File: src/rtl/tt_sweep_ctrl.sv
// Truth-table sweep controller for a 3-input gate: walks all eight input
// vectors, samples the gate after a settle interval and compares against an expected code.
module tt_sweep_ctrl #(
  parameter int SETTLE = 4,
  parameter int CW     = 8
) (
  input  logic       clk,
  input  logic       rst_n,
  input  logic       start,
  input  logic       abort,
  input  logic [7:0] tt_code,
  input  logic       dut_out,
  output logic       in1,
  output logic       in2,
  output logic       in3,
  output logic       busy,
  output logic       done,
  output logic       pass,
  output logic [7:0] observed_tt,
  output logic [7:0] mismatch_mask
);

  typedef enum logic [1:0] {
    ST_IDLE   = 2'd0,
    ST_SETTLE = 2'd1,
    ST_SAMPLE = 2'd2,
    ST_DONE   = 2'd3
  } state_t;

  localparam logic [CW-1:0] LP_CNT_LAST = CW'(SETTLE - 1);
  localparam logic [CW-1:0] LP_CNT_ONE  = CW'(1);

  state_t        r_state;
  logic [2:0]    r_idx;
  logic [CW-1:0] r_cnt;
  logic [7:0]    r_code;
  logic [7:0]    r_obs;
  logic [7:0]    r_mask;
  logic          r_pass;
  logic          r_done;
  logic          r_busy;
  logic [2:0]    r_in;

  logic [7:0]    w_obs_next;
  logic [7:0]    w_mask_next;

  // Index i of {in1,in2,in3} lands in code bit [7-i], so index 0 is the MSB.
  function automatic logic [7:0] f_capture(input logic [7:0] tt, input logic [2:0] idx,
                                           input logic bit_v);
    logic [7:0] v;
    v = tt;
    v[3'd7 - idx] = bit_v;
    return v;
  endfunction

  // Candidate table and mismatch for the capture happening at the current SAMPLE edge.
  always_comb begin
    w_obs_next  = f_capture(r_obs, r_idx, dut_out);
    w_mask_next = w_obs_next ^ r_code;
  end

  // Sweep sequencer; every output comes straight from a register.
  always_ff @(posedge clk or negedge rst_n) begin
    if (!rst_n) begin
      r_state <= ST_IDLE;
      r_idx   <= 3'd0;
      r_cnt   <= '0;
      r_code  <= 8'h00;
      r_obs   <= 8'h00;
      r_mask  <= 8'h00;
      r_pass  <= 1'b0;
      r_done  <= 1'b0;
      r_busy  <= 1'b0;
      r_in    <= 3'd0;
    end else begin
      case (r_state)
        ST_IDLE: begin
          r_in   <= 3'd0;
          r_done <= 1'b0;
          // Abort takes priority over a simultaneous start request.
          if (start && !abort) begin
            r_code  <= tt_code;
            r_obs   <= 8'h00;
            r_mask  <= 8'h00;
            r_pass  <= 1'b0;
            r_idx   <= 3'd0;
            r_cnt   <= '0;
            r_busy  <= 1'b1;
            r_state <= ST_SETTLE;
          end else begin
            r_state <= ST_IDLE;
          end
        end
        ST_SETTLE: begin
          r_done <= 1'b0;
          if (abort) begin
            r_state <= ST_IDLE;
            r_busy  <= 1'b0;
            r_pass  <= 1'b0;
            r_mask  <= 8'h00;
            r_in    <= 3'd0;
            r_cnt   <= '0;
            r_idx   <= 3'd0;
          end else if (r_cnt == LP_CNT_LAST) begin
            r_cnt   <= '0;
            r_state <= ST_SAMPLE;
          end else begin
            r_cnt   <= r_cnt + LP_CNT_ONE;
          end
        end
        ST_SAMPLE: begin
          if (abort) begin
            r_state <= ST_IDLE;
            r_busy  <= 1'b0;
            r_done  <= 1'b0;
            r_pass  <= 1'b0;
            r_mask  <= 8'h00;
            r_in    <= 3'd0;
            r_cnt   <= '0;
            r_idx   <= 3'd0;
          end else if (r_idx == 3'd7) begin
            // Result is registered on the exit edge so it is valid alongside done.
            r_obs   <= w_obs_next;
            r_mask  <= w_mask_next;
            r_pass  <= (w_mask_next == 8'h00);
            r_busy  <= 1'b0;
            r_done  <= 1'b1;
            r_state <= ST_DONE;
          end else begin
            r_obs   <= w_obs_next;
            r_idx   <= r_idx + 3'd1;
            r_in    <= r_idx + 3'd1;
            r_done  <= 1'b0;
            r_state <= ST_SETTLE;
          end
        end
        ST_DONE: begin
          r_done  <= 1'b0;
          r_busy  <= 1'b0;
          r_in    <= 3'd0;
          r_idx   <= 3'd0;
          r_state <= ST_IDLE;
        end
        default: begin
          r_state <= ST_IDLE;
          r_busy  <= 1'b0;
          r_done  <= 1'b0;
          r_in    <= 3'd0;
          r_cnt   <= '0;
          r_idx   <= 3'd0;
        end
      endcase
    end
  end

  assign in1           = r_in[2];
  assign in2           = r_in[1];
  assign in3           = r_in[0];
  assign busy          = r_busy;
  assign done          = r_done;
  assign pass          = r_pass;
  assign observed_tt   = r_obs;
  assign mismatch_mask = r_mask;

endmodule

File: config.mk
export PLATFORM = sky130hd
export DESIGN_NAME = tt_sweep_ctrl
export DESIGN_NICKNAME = d
export VERILOG_FILES = /design/src/rtl/tt_sweep_ctrl.sv
export SDC_FILE = /design/constraint.sdc
export NUM_CORES = 1
export LEC_CHECK = 0
export ABC_AREA = 1
export CAP_MARGIN = 20
export CORE_ASPECT_RATIO = 0.7
export CORE_MARGIN = 4
export CORE_UTILIZATION = 39
export CTS_CLUSTER_DIAMETER = 80
export DETAILED_ROUTE_END_ITERATION = 16
export PLACE_DENSITY = 0.7
export SLEW_MARGIN = 20
export SYNTH_ARGS = -nofsm -noshare
export SYNTH_HDL_FRONTEND = slang
export SYNTH_SLANG_ARGS = --single-unit
File: constraint.sdc
create_clock -name clk -period 1.4 [get_ports clk]
set_clock_uncertainty 0.1 [all_clocks]
set_input_delay 0.28 -clock clk [delete_from_list [all_inputs] [get_ports clk]]
set_output_delay 0.28 -clock clk [all_outputs]
set_load 0.02 [all_outputs]
==> results of run 1 <==
==> cells in the mapped netlist (all sizes together) <==
cell type | count | area [um2]
a211oi | 1 | 12.51
a21oi | 9 | 45.04
a22o | 1 | 8.760
and2 | 1 | 6.260
and3 | 1 | 6.260
and3b | 1 | 8.760
buf | 6 | 41.28
dfrtp | 43 | 1076
ha | 3 | 37.54
inv | 35 | 131.4
mux2 | 3 | 33.78
nand2 | 66 | 252.7
nand3 | 29 | 162.7
nand3b | 3 | 22.52
nand4 | 12 | 75.07
nor2 | 23 | 96.35
nor3 | 3 | 20.02
o21ai | 20 | 100.1
o22ai | 5 | 31.28
xor2 | 1 | 8.760
==> layer usage <==
layer | track usage (%) | up-vias | part of all wire (%) | routed length [um]
li1 | - | 1063 | - | -
met1 | 26.15 | 977 | 52 | 2977
met2 | 25.46 | 43 | 42 | 2425
met3 | 3.792 | 7 | 3.9 | 224
met4 | 5.684 | 0 | 1.4 | 78
met5 | 0 | - | 0 | 0
==> logic make-up after synthesis <==
| family | count (synthesis) | share of synthesized area, % |
|---|---|---|
| xor+xnor | 1 | 0.4024 |
| mux | 3 | 1.552 |
| fa+ha+maj | 3 | 1.724 |
| buf+inv | 41 | 7.930 |
| flops | 43 | 49.43 |
| compound gates | 36 | 9.080 |
| simple gates | 139 | 29.89 |
==> state kept, by name, indices dropped and copies added, names as in the netlist <==
| register | cells |
|---|---|
| busy | 1 |
| done | 1 |
| mismatch_mask | 8 |
| observed_tt | 8 |
| pass | 1 |
| r_cnt | 8 |
| r_code | 8 |
| r_idx | 3 |
| r_in | 3 |
| r_state | 2 |
==> layout by cell type, fill, tap and decap left out, types with 2 or more instances in the layout <==
cell / count
nand2_1: 57
buf_4: 43
dfrtp_1: 41
inv_1: 22
nand3_1: 21
nor2_1: 13
nand4_1: 12
clkbuf_2: 12
inv_2: 11
o21ai_1: 11
clkdlybuf4s50_1: 9
clkdlybuf4s15_1: 9
a21oi_1: 8
nand2_2: 7
nor2_2: 6
nand3_2: 6
clkbuf_8: 6
buf_6: 6
o22ai_1: 5
o21ai_0: 5
nor2_4: 4
o21ai_2: 4
nand3b_1: 3
mux2_2: 3
dlygate4sd2_1: 3
nand3_4: 2
nand2_4: 2
nor3_4: 2
ha_2: 2
dfrtp_2: 2
==> what timing repair did <==
| action | in CTS | in global routing |
|---|---|---|
| endpoints found under the hold margin | 43 | 0 |
| endpoints found under the setup margin | 60 | 57 |
| gates cloned | 1 | 0 |
| hold buffers | 1 | 0 |
| gates resized for setup | 77 | 48 |
| pin swaps | 8 | 10 |
| setup buffers | 1 | 2 |
==> layout make-up <==
class / instances / area (um2)
Fill cell: 436 / 2076
Multi-Input combinational cell: 183 / 1120
Sequential cell: 43 / 1079
Timing Repair Buffer: 85 / 691.9
Inverter: 35 / 138.9
Tap cell: 72 / 90.09
Clock buffer: 6 / 82.58
Clock inverter: 2 / 35.03
==> critical path: cells and delay by family, from the launching register on <==
| kind | cells | cell delay, ps |
|---|---|---|
| flops | 1 | 380 |
| buf+inv | 1 | 40 |
| fa+ha+maj | 2 | 350 |
| simple gates | 2 | 220 |
| compound gates | 2 | 350 |
==> path summary, 6_finish.rpt <==
check	from	end	slack (ps)	depth (start not counted)
min	rst_n	observed_tt[0]	360	3
max	r_idx[1]	mismatch_mask[1]	-150	7
max in group asynchronous	rst_n	r_idx[2]	490	3
min in group clk	mismatch_mask[4]	mismatch_mask[4]	380	2
min reg2reg	mismatch_mask[4]	mismatch_mask[4]	380	2
max reg2reg	r_idx[1]	mismatch_mask[1]	-150	7
==> metrics by stage <==
step	instances	hold WS [ps]	utilization [%]	setup WS, ps	power (mW)
final	426	363.4	60.93	-149.1	4.648
after global routing	426	390.5	60.93	-213.0	4.975
after CTS	424	361.7	59.89	-108.8	4.545
after detailed placement	413	149.2	55.35	-469.3	3.351
after global placement	413	146.6	55.35	-429.7	3.300
after floorplan	266	-115.6	-	8.107	2.533
==> power by group <==
| part | leakage, nW | internal [mW] | total, mW | switching, mW |
|---|---|---|---|---|
| clock network | 0.0612 | 0.577 | 0.998 | 0.420 |
| registers | 0.569 | 1.46 | 1.62 | 0.158 |
| logic | 0.965 | 0.925 | 2.03 | 1.11 |
| total | 1.60 | 2.96 | 4.65 | 1.68 |
==> results.json, run 1 <==
{
  "avgSynthCellArea_um2": 8.185,
  "clock_path_buffers": 2,
  "path_clk_slew_ps": 80,
  "synthCells": 266,
  "wire_per_inst_um": 13.39,
  "drive_above_1_share_pct": 36.72,
  "ios": 35,
  "required_ps": 1480,
  "ant_nets": 0,
  "drv_slew": 0,
  "min_period_ps": 1549,
  "finalHoldViolCount": 0,
  "crit_path_start_kind": "flop",
  "crit_path_end_kind": "flop",
  "grt_setup_unrepaired": "true",
  "drt_iter0_drc": 147,
  "cts_buffers": 5,
  "path_cells": "ha_2 -> ha_4 -> inv_4 -> a211oi_4 -> nand2_2 -> nand2_1 -> o21ai_1",
  "grt_overflow": 0,
  "slowest_delay_ps": 380,
  "grt_pass1_wl_mm": 9.556,
  "die_w_um": 97.30,
  "cap_violations": 0,
  "num_rows": 22,
  "fin_crit_sh_pct": 110.6,
  "max_freq_mhz": 645.6,
  "cts_root_buffer": "clkbuf_8",
  "mappedNetlistNets": 282,
  "clock_sinks": 43,
  "fin_area_um2": 3237,
  "yosys_register_bits": 43,
  "num_antenna_cells": 0,
  "die-area_um2": 6861,
  "grt_pass1_vias": 1982,
  "antenna_found_initial": 0,
  "critPathArrivalTime_ps": 1630,
  "tritoncts": "done",
  "place_congestion": 0.8210,
  "place_hpwl_mm": 4.291,
  "path_max_fanout": 5,
  "grt_max_degree": 29,
  "drc": 0,
  "area_growth_pct": 48.68,
  "core_area_um2": 5313,
  "fin_ws_ps": -149.1,
  "slew_headroom_pct": 76.32,
  "placed_area_um2": 2940,
  "tns_ps": -1920,
  "peakVddDrop_mv": 0.6661,
  "grtUsageTotal_pct": 17.55,
  "num_vias": 2090,
  "viasPerCell": 4.906,
  "cpMaxStageDelayCell": "dfrtp_1",
  "h-tree-depth": 2,
  "initial_utilization_pct": 40.98,
  "path_class": "reg2reg",
  "outcome": "finished with violations",
  "clock_latency_ps": 290,
  "hp-class": "in2async",
  "syn_area_um2": 2177,
  "p_leak_nw": 1.596,
  "portBuffers": 34,
  "die_y_um": 70.51,
  "nets": 369,
  "violations": "negative setup slack",
  "ys_seq_area_share_pct": 49.43,
  "synth_cell_types": 30,
  "worstMarginPinSlew_ps": 355.1,
  "first_pass_iters": 4,
  "p_per_area_nw_per_um2": 1436,
  "setup_viol": 24,
  "ys_warn_count": 0,
  "wl_mm": 5.706
}
Power figures use the tool's default switching activity.
==> run 2: changes to the inputs <==
--- a/config.mk
+++ b/config.mk
@@ -9,10 +9,10 @@
 export CAP_MARGIN = 20
 export CORE_ASPECT_RATIO = 0.7
 export CORE_MARGIN = 4
-export CORE_UTILIZATION = 39
+export CORE_UTILIZATION = 28
 export CTS_CLUSTER_DIAMETER = 80
 export DETAILED_ROUTE_END_ITERATION = 16
-export PLACE_DENSITY = 0.7
+export PLACE_DENSITY = 0.55
 export SLEW_MARGIN = 20
 export SYNTH_ARGS = -nofsm -noshare
 export SYNTH_HDL_FRONTEND = slang
==> run 2 against run 1 <==
Compared with the run above: the flow still finishes with violations (negative setup slack); clock-buffer cell count down 1; final cell count increased by 6.1%; die area up 35%; wire length rose by 7.9%; sequential share of layout area is 0.12 points lower; setup slack worse by 16 ps; via count did not move; core utilization decreased by 17 points; final area rose by 0.35%; non-clock buffer count unchanged; fmax decreased by 1.0%.
==> results.json, run 2 (synthesis gave the netlist of run 1 again) <==
{
  "area_growth_pct": 49.20,
  "fin_ws_ps": -165.1,
  "dp.cells": 435,
  "grt_pass1_vias": 2012,
  "antenna_found_initial": 0,
  "first_pass_iters": 4,
  "slowest_delay_ps": 380,
  "finalNonFillerCells": 452,
  "final_util_pct": 43.79,
  "num_vias": 2090,
  "grt_setup_unrepaired": "true",
  "p_per_area_nw_per_um2": 1387,
  "cpMaxStageDelayCell": "dfrtp_1",
  "drc": 0,
  "nets": 369,
  "crit_buf_inv": 2,
  "ff_latch_area_um2": 1079,
  "drive_above_1_share_pct": 35.88,
  "die-area_um2": 9272,
  "violations": "negative setup slack",
  "multi_input_area_um2": 1114,
  "path_max_fanout": 4,
  "crit_path_end_kind": "flop",
  "cap_violations": 0,
  "setup_viol": 23,
  "path_cells": "ha_2 -> ha_4 -> inv_4 -> a211oi_4 -> buf_4 -> nand2_4 -> nand2_1 -> o21ai_1",
  "peakVddDrop_mv": 0.9382,
  "placed_area_um2": 2943,
  "num_rows": 26,
  "p_comb_share_pct": 46.6,
  "fin_crit_sh_pct": 111.8,
  "grt_pass1_wl_mm": 10.02,
  "final_cell_mix": "58 x nand2_1, 44 x buf_4, 41 x dfrtp_1",
  "ios": 35,
  "cts_root_buffer": "clkbuf_8",
  "place_congestion": 0.8402,
  "fillers": 751,
  "clkPwrFrac_pct": 17.4,
  "num_antenna_cells": 0,
  "place_hpwl_mm": 4.428,
  "drt_iter0_drc": 106,
  "clock_latency_ps": 290,
  "p_switching_mw": 1.731,
  "layout_commonest_cell": "nand2_1",
  "required_ps": 1490,
  "fin_area_um2": 3248,
  "p_leak_nw": 1.603,
  "path_clk_slew_ps": 100,
  "total_power_mw": 4.504,
  "cp_top_family": "flip-flops",
  "wire_per_inst_um": 13.62,
  "internal-power_mw": 2.773,
  "wl_mm": 6.155,
  "clock_path_buffers": 2,
  "tritoncts": "done",
  "initial_utilization_pct": 29.35,
  "viasPerCell": 4.624,
  "grt_max_degree": 32,
  "die_y_um": 81.78,
  "hp-class": "in2async",
  "grt_overflow": 0,
  "core_area_um2": 7417,
  "p_sw_share_pct": 38.42,
  "h-tree-depth": 2,
  "ant_nets": 0,
  "finalHoldViolCount": 0,
  "drv_slew": 0,
  "grtUsageTotal_pct": 13.86,
  "critPathArrivalTime_ps": 1660,
  "min_period_ps": 1565,
  "slew_headroom_pct": 76.17,
  "outcome": "finished with violations",
  "max_freq_mhz": 638.9,
  "clock_sinks": 43,
  "portBuffers": 34,
  "place_ws_ps": -493.6,
  "worstMarginPinSlew_ps": 357.4,
  "path_class": "reg2reg",
  "cts_buffers": 5,
  "crit_path_start_kind": "flop",
  "die_w_um": 113.4,
  "share_seq_of_total_power_pct": 36.1
}
run 2: cell count changes in the layout (fill, tap and decap cells not counted), moves of 2 or more:
cell and delta:
nand2_2 -2, clkinv_2 +2, o21ai_0 -2, nand3_1 +4
nand3_2 -4, o21ai_1 +2, clkbuf_2 -3, nand2_4 +2
run 2: layer usage:
layer / share of wire, % / up-vias / global-route usage, %
met5: 0 / - / 0
met4: 1.1 / 0 / 3.001
met3: 6.9 / 6 / 3.608
met2: 43 / 60 / 21.28
met1: 49 / 962 / 19.74
li1: - / 1062 / -
run 2: worst paths after layout:
kind,startpoint,endpoint,slack (ps),cells past startpoint
min reg2reg,mismatch_mask[3],mismatch_mask[3],380,2
max reg2reg,r_idx[1],mismatch_mask[6],-170,8
max in group asynchronous,rst_n,r_state[1],370,3
min in group clk,mismatch_mask[3],mismatch_mask[3],380,2
max,r_idx[1],mismatch_mask[6],-170,8
min,rst_n,observed_tt[7],310,2
run 2: power groups by stage:
stage          Combinational [mW]  Clock [mW]  Sequential (mW)
3_3_place_gp                 1.66           0             1.62
3_5_place_dp                 1.68           0             1.63
5_1_grt                      2.32       0.869             1.65
4_1_cts                      1.87       0.807             1.61
2_1_floorplan               0.890           0             1.64
6_report                     2.10       0.783             1.62
run 2: final cells by class:
class                           instances  share of cell area (%)
Clock buffer                            5                   2.119
Multi-Input combinational cell        183                   34.28
Clock inverter                          3                  0.4622
Tap cell                               98                   3.775
Timing Repair Buffer                   85                   21.73
Sequential cell                        43                   33.20
Inverter                               35                   4.430
run 2: what timing repair did:
item / 4_1_cts / 5_1_grt
pin swaps: 6 / 17
endpoints found under the setup margin: 57 / 53
cloned: 1 / 0
setup buffers: 6 / 2
endpoints found under the hold margin: 12 / 0
hold buffers: 1 / 0
gates resized for setup: 59 / 65
run 2: metrics by stage:
step	hold WS [ps]	setup TNS, ps
2_1_floorplan	-115.6	0
3_3_place_gp	99.61	-14070
3_5_place_dp	109.0	-15400
4_1_cts	322.8	-1716
5_1_grt	341.8	-4100
6_report	311.9	-1778
==> run 3: changes to the inputs <==
--- a/config.mk
+++ b/config.mk
@@ -8,10 +8,10 @@
 export ABC_AREA = 1
 export CAP_MARGIN = 20
 export CORE_ASPECT_RATIO = 0.7
-export CORE_MARGIN = 4
 export CORE_UTILIZATION = 28
 export CTS_CLUSTER_DIAMETER = 80
 export DETAILED_ROUTE_END_ITERATION = 16
+export GPL_TIMING_DRIVEN = 0
 export PLACE_DENSITY = 0.55
 export SLEW_MARGIN = 20
 export SYNTH_ARGS = -nofsm -noshare
==> run 3 against run 2 <==
Compared with the run above: the flow still finishes with violations (negative setup slack); non-clock buffer count decreased by 23; die area fell by 12%; sequential cell count stayed put; largest power group unchanged; setup slack lost 86 ps; core utilization shrank 1.0 points; final cell count down 5.1%; fmax decreased by 5.2%; critical path depth is 1 lower; first-iteration DRC count fell by 19%; wire length down 3.4%; via count down 3.3%; clock-buffer cell count up 1.
==> results.json, run 3 (synthesis gave the netlist of run 1 again) <==
{
  "crit_buf_inv": 1,
  "grt_overflow": 0,
  "outcome": "finished with violations",
  "p_leak_nw": 1.510,
  "cts_root_buffer": "clkbuf_8",
  "ant_nets": 0,
  "die-area_um2": 8137,
  "die_y_um": 75.78,
  "core_area_um2": 7417,
  "drive_above_1_share_pct": 33.84,
  "grt_max_degree": 26,
  "final_cell_mix": "55 x nand2_1, 41 x dfrtp_1, 23 x inv_1, 23 x nand3_1, 14 x nor2_1",
  "place_hpwl_mm": 3.997,
  "fin_ws_ps": -250.8,
  "grt_setup_unrepaired": "true",
  "tritoncts": "done",
  "min_period_ps": 1651,
  "num_rows": 26,
  "drc": 0,
  "wl_mm": 5.946,
  "antenna_found_initial": 0,
  "clock_latency_ps": 300,
  "grt_pass1_wl_mm": 9.584,
  "initial_utilization_pct": 29.35,
  "grtUsageTotal_pct": 15.70,
  "fillers": 746,
  "place_ws_ps": -707.0,
  "slowest_delay_ps": 370,
  "violations": "negative setup slack",
  "required_ps": 1480,
  "peakVddDrop_mv": 0.5980,
  "first_pass_iters": 5,
  "num_vias": 2021,
  "clock_sinks": 43,
  "die_w_um": 107.4,
  "portBuffers": 34,
  "crit_path_start_kind": "flop",
  "cp_top_family": "compound AO/OA/AOI/OAI gates",
  "setup_viol": 24,
  "viasPerCell": 4.711,
  "cpMaxStageDelayCell": "dfrtp_1",
  "place_congestion": 0.8336,
  "crit_path_end_kind": "flop",
  "layout_commonest_cell": "nand2_1",
  "num_antenna_cells": 0,
  "nets": 346,
  "cts_buffers": 5,
  "wire_per_inst_um": 13.86,
  "cap_violations": 0,
  "finalHoldViolCount": 0,
  "path_cells": "ha_2 -> ha_4 -> inv_4 -> a211oi_4 -> nand2_2 -> nand2_1 -> o21ai_1",
  "ios": 35,
  "path_max_fanout": 5,
  "area_growth_pct": 45.80,
  "multi_input_area_um2": 1149,
  "slew_headroom_pct": 68.69,
  "final_util_pct": 42.80,
  "path_clk_slew_ps": 90,
  "drt_iter0_drc": 86,
  "fin_crit_sh_pct": 117.9,
  "hp-class": "in2async",
  "max_freq_mhz": 605.8,
  "worstMarginPinSlew_ps": 469.7,
  "critPathArrivalTime_ps": 1730,
  "drv_slew": 0,
  "path_class": "reg2reg",
  "p_per_area_nw_per_um2": 1444,
  "clock_path_buffers": 2,
  "ff_latch_area_um2": 1079,
  "h-tree-depth": 2,
  "grt_pass1_vias": 1918
}
## run 3: cell type report
class,instances,area share [%]
Buffer,6,1.774
Clock buffer,6,2.602
Clock inverter,2,1.104
Inverter,35,4.375
Multi-Input combinational cell,183,36.18
Sequential cell,43,33.98
Tap cell,98,3.863
Timing Repair Buffer,56,16.12
## run 3: power breakdown
group          switching (mW)  internal [mW]  leakage (nW)
clock                   0.437          0.578        0.0612
sequential              0.166           1.46         0.569
combinational            1.13          0.812         0.879
## run 3: path summary, 6_finish.rpt
check / start / end / slack [ps] / cells after the start
max: r_idx[1] / mismatch_mask[6] / -250 / 7
min: rst_n / done / 360 / 2
max reg2reg: r_idx[1] / mismatch_mask[6] / -250 / 7
min reg2reg: mismatch_mask[4] / mismatch_mask[4] / 380 / 2
max in group asynchronous: rst_n / r_code[6] / 330 / 3
min in group clk: abort / r_cnt[6] / 360 / 4
## run 3: repair_timing
item / 4_1_cts / 5_1_grt
resized for setup: 65 / 72
cloned: 2 / 0
setup endpoints to repair: 63 / 61
setup buffers: 12 / 9
pin swaps: 11 / 19
hold endpoints to repair: 18 / 0
hold buffers: 1 / 0
## run 3: metrics by stage
step	std cells	hold WS, ps	TNS (ps)	cell area (um2)	total power [mW]
floorplan	266	-115.6	0	2195	2.533
global placement	398	363.4	-77780	2658	2.934
detailed placement	399	159.4	-19920	2673	2.959
CTS	422	348.5	-3922	3003	4.232
global route	429	397.3	-5434	3174	4.886
finish	429	359.2	-3409	3174	4.583
## run 3: worst reg2reg max path, stage by stage, from the launching register on
cell,delay [ps]
dfrtp_1,370
ha_2,200
ha_4,140
inv_4,40
a211oi_4,320
nand2_2,190
nand2_1,100
o21ai_1,70
## run 3: routing by layer
layer / GRT usage, % / wire (um) / share of wire, % / vias to the layer above
met5: 0 / 0 / 0 / -
met4: 4.414 / 54 / 0.91 / 0
met3: 3.336 / 304 / 5.1 / 8
met2: 24.52 / 2557 / 43 / 48
met1: 22.18 / 3029 / 51 / 948
li1: - / - / - / 1017
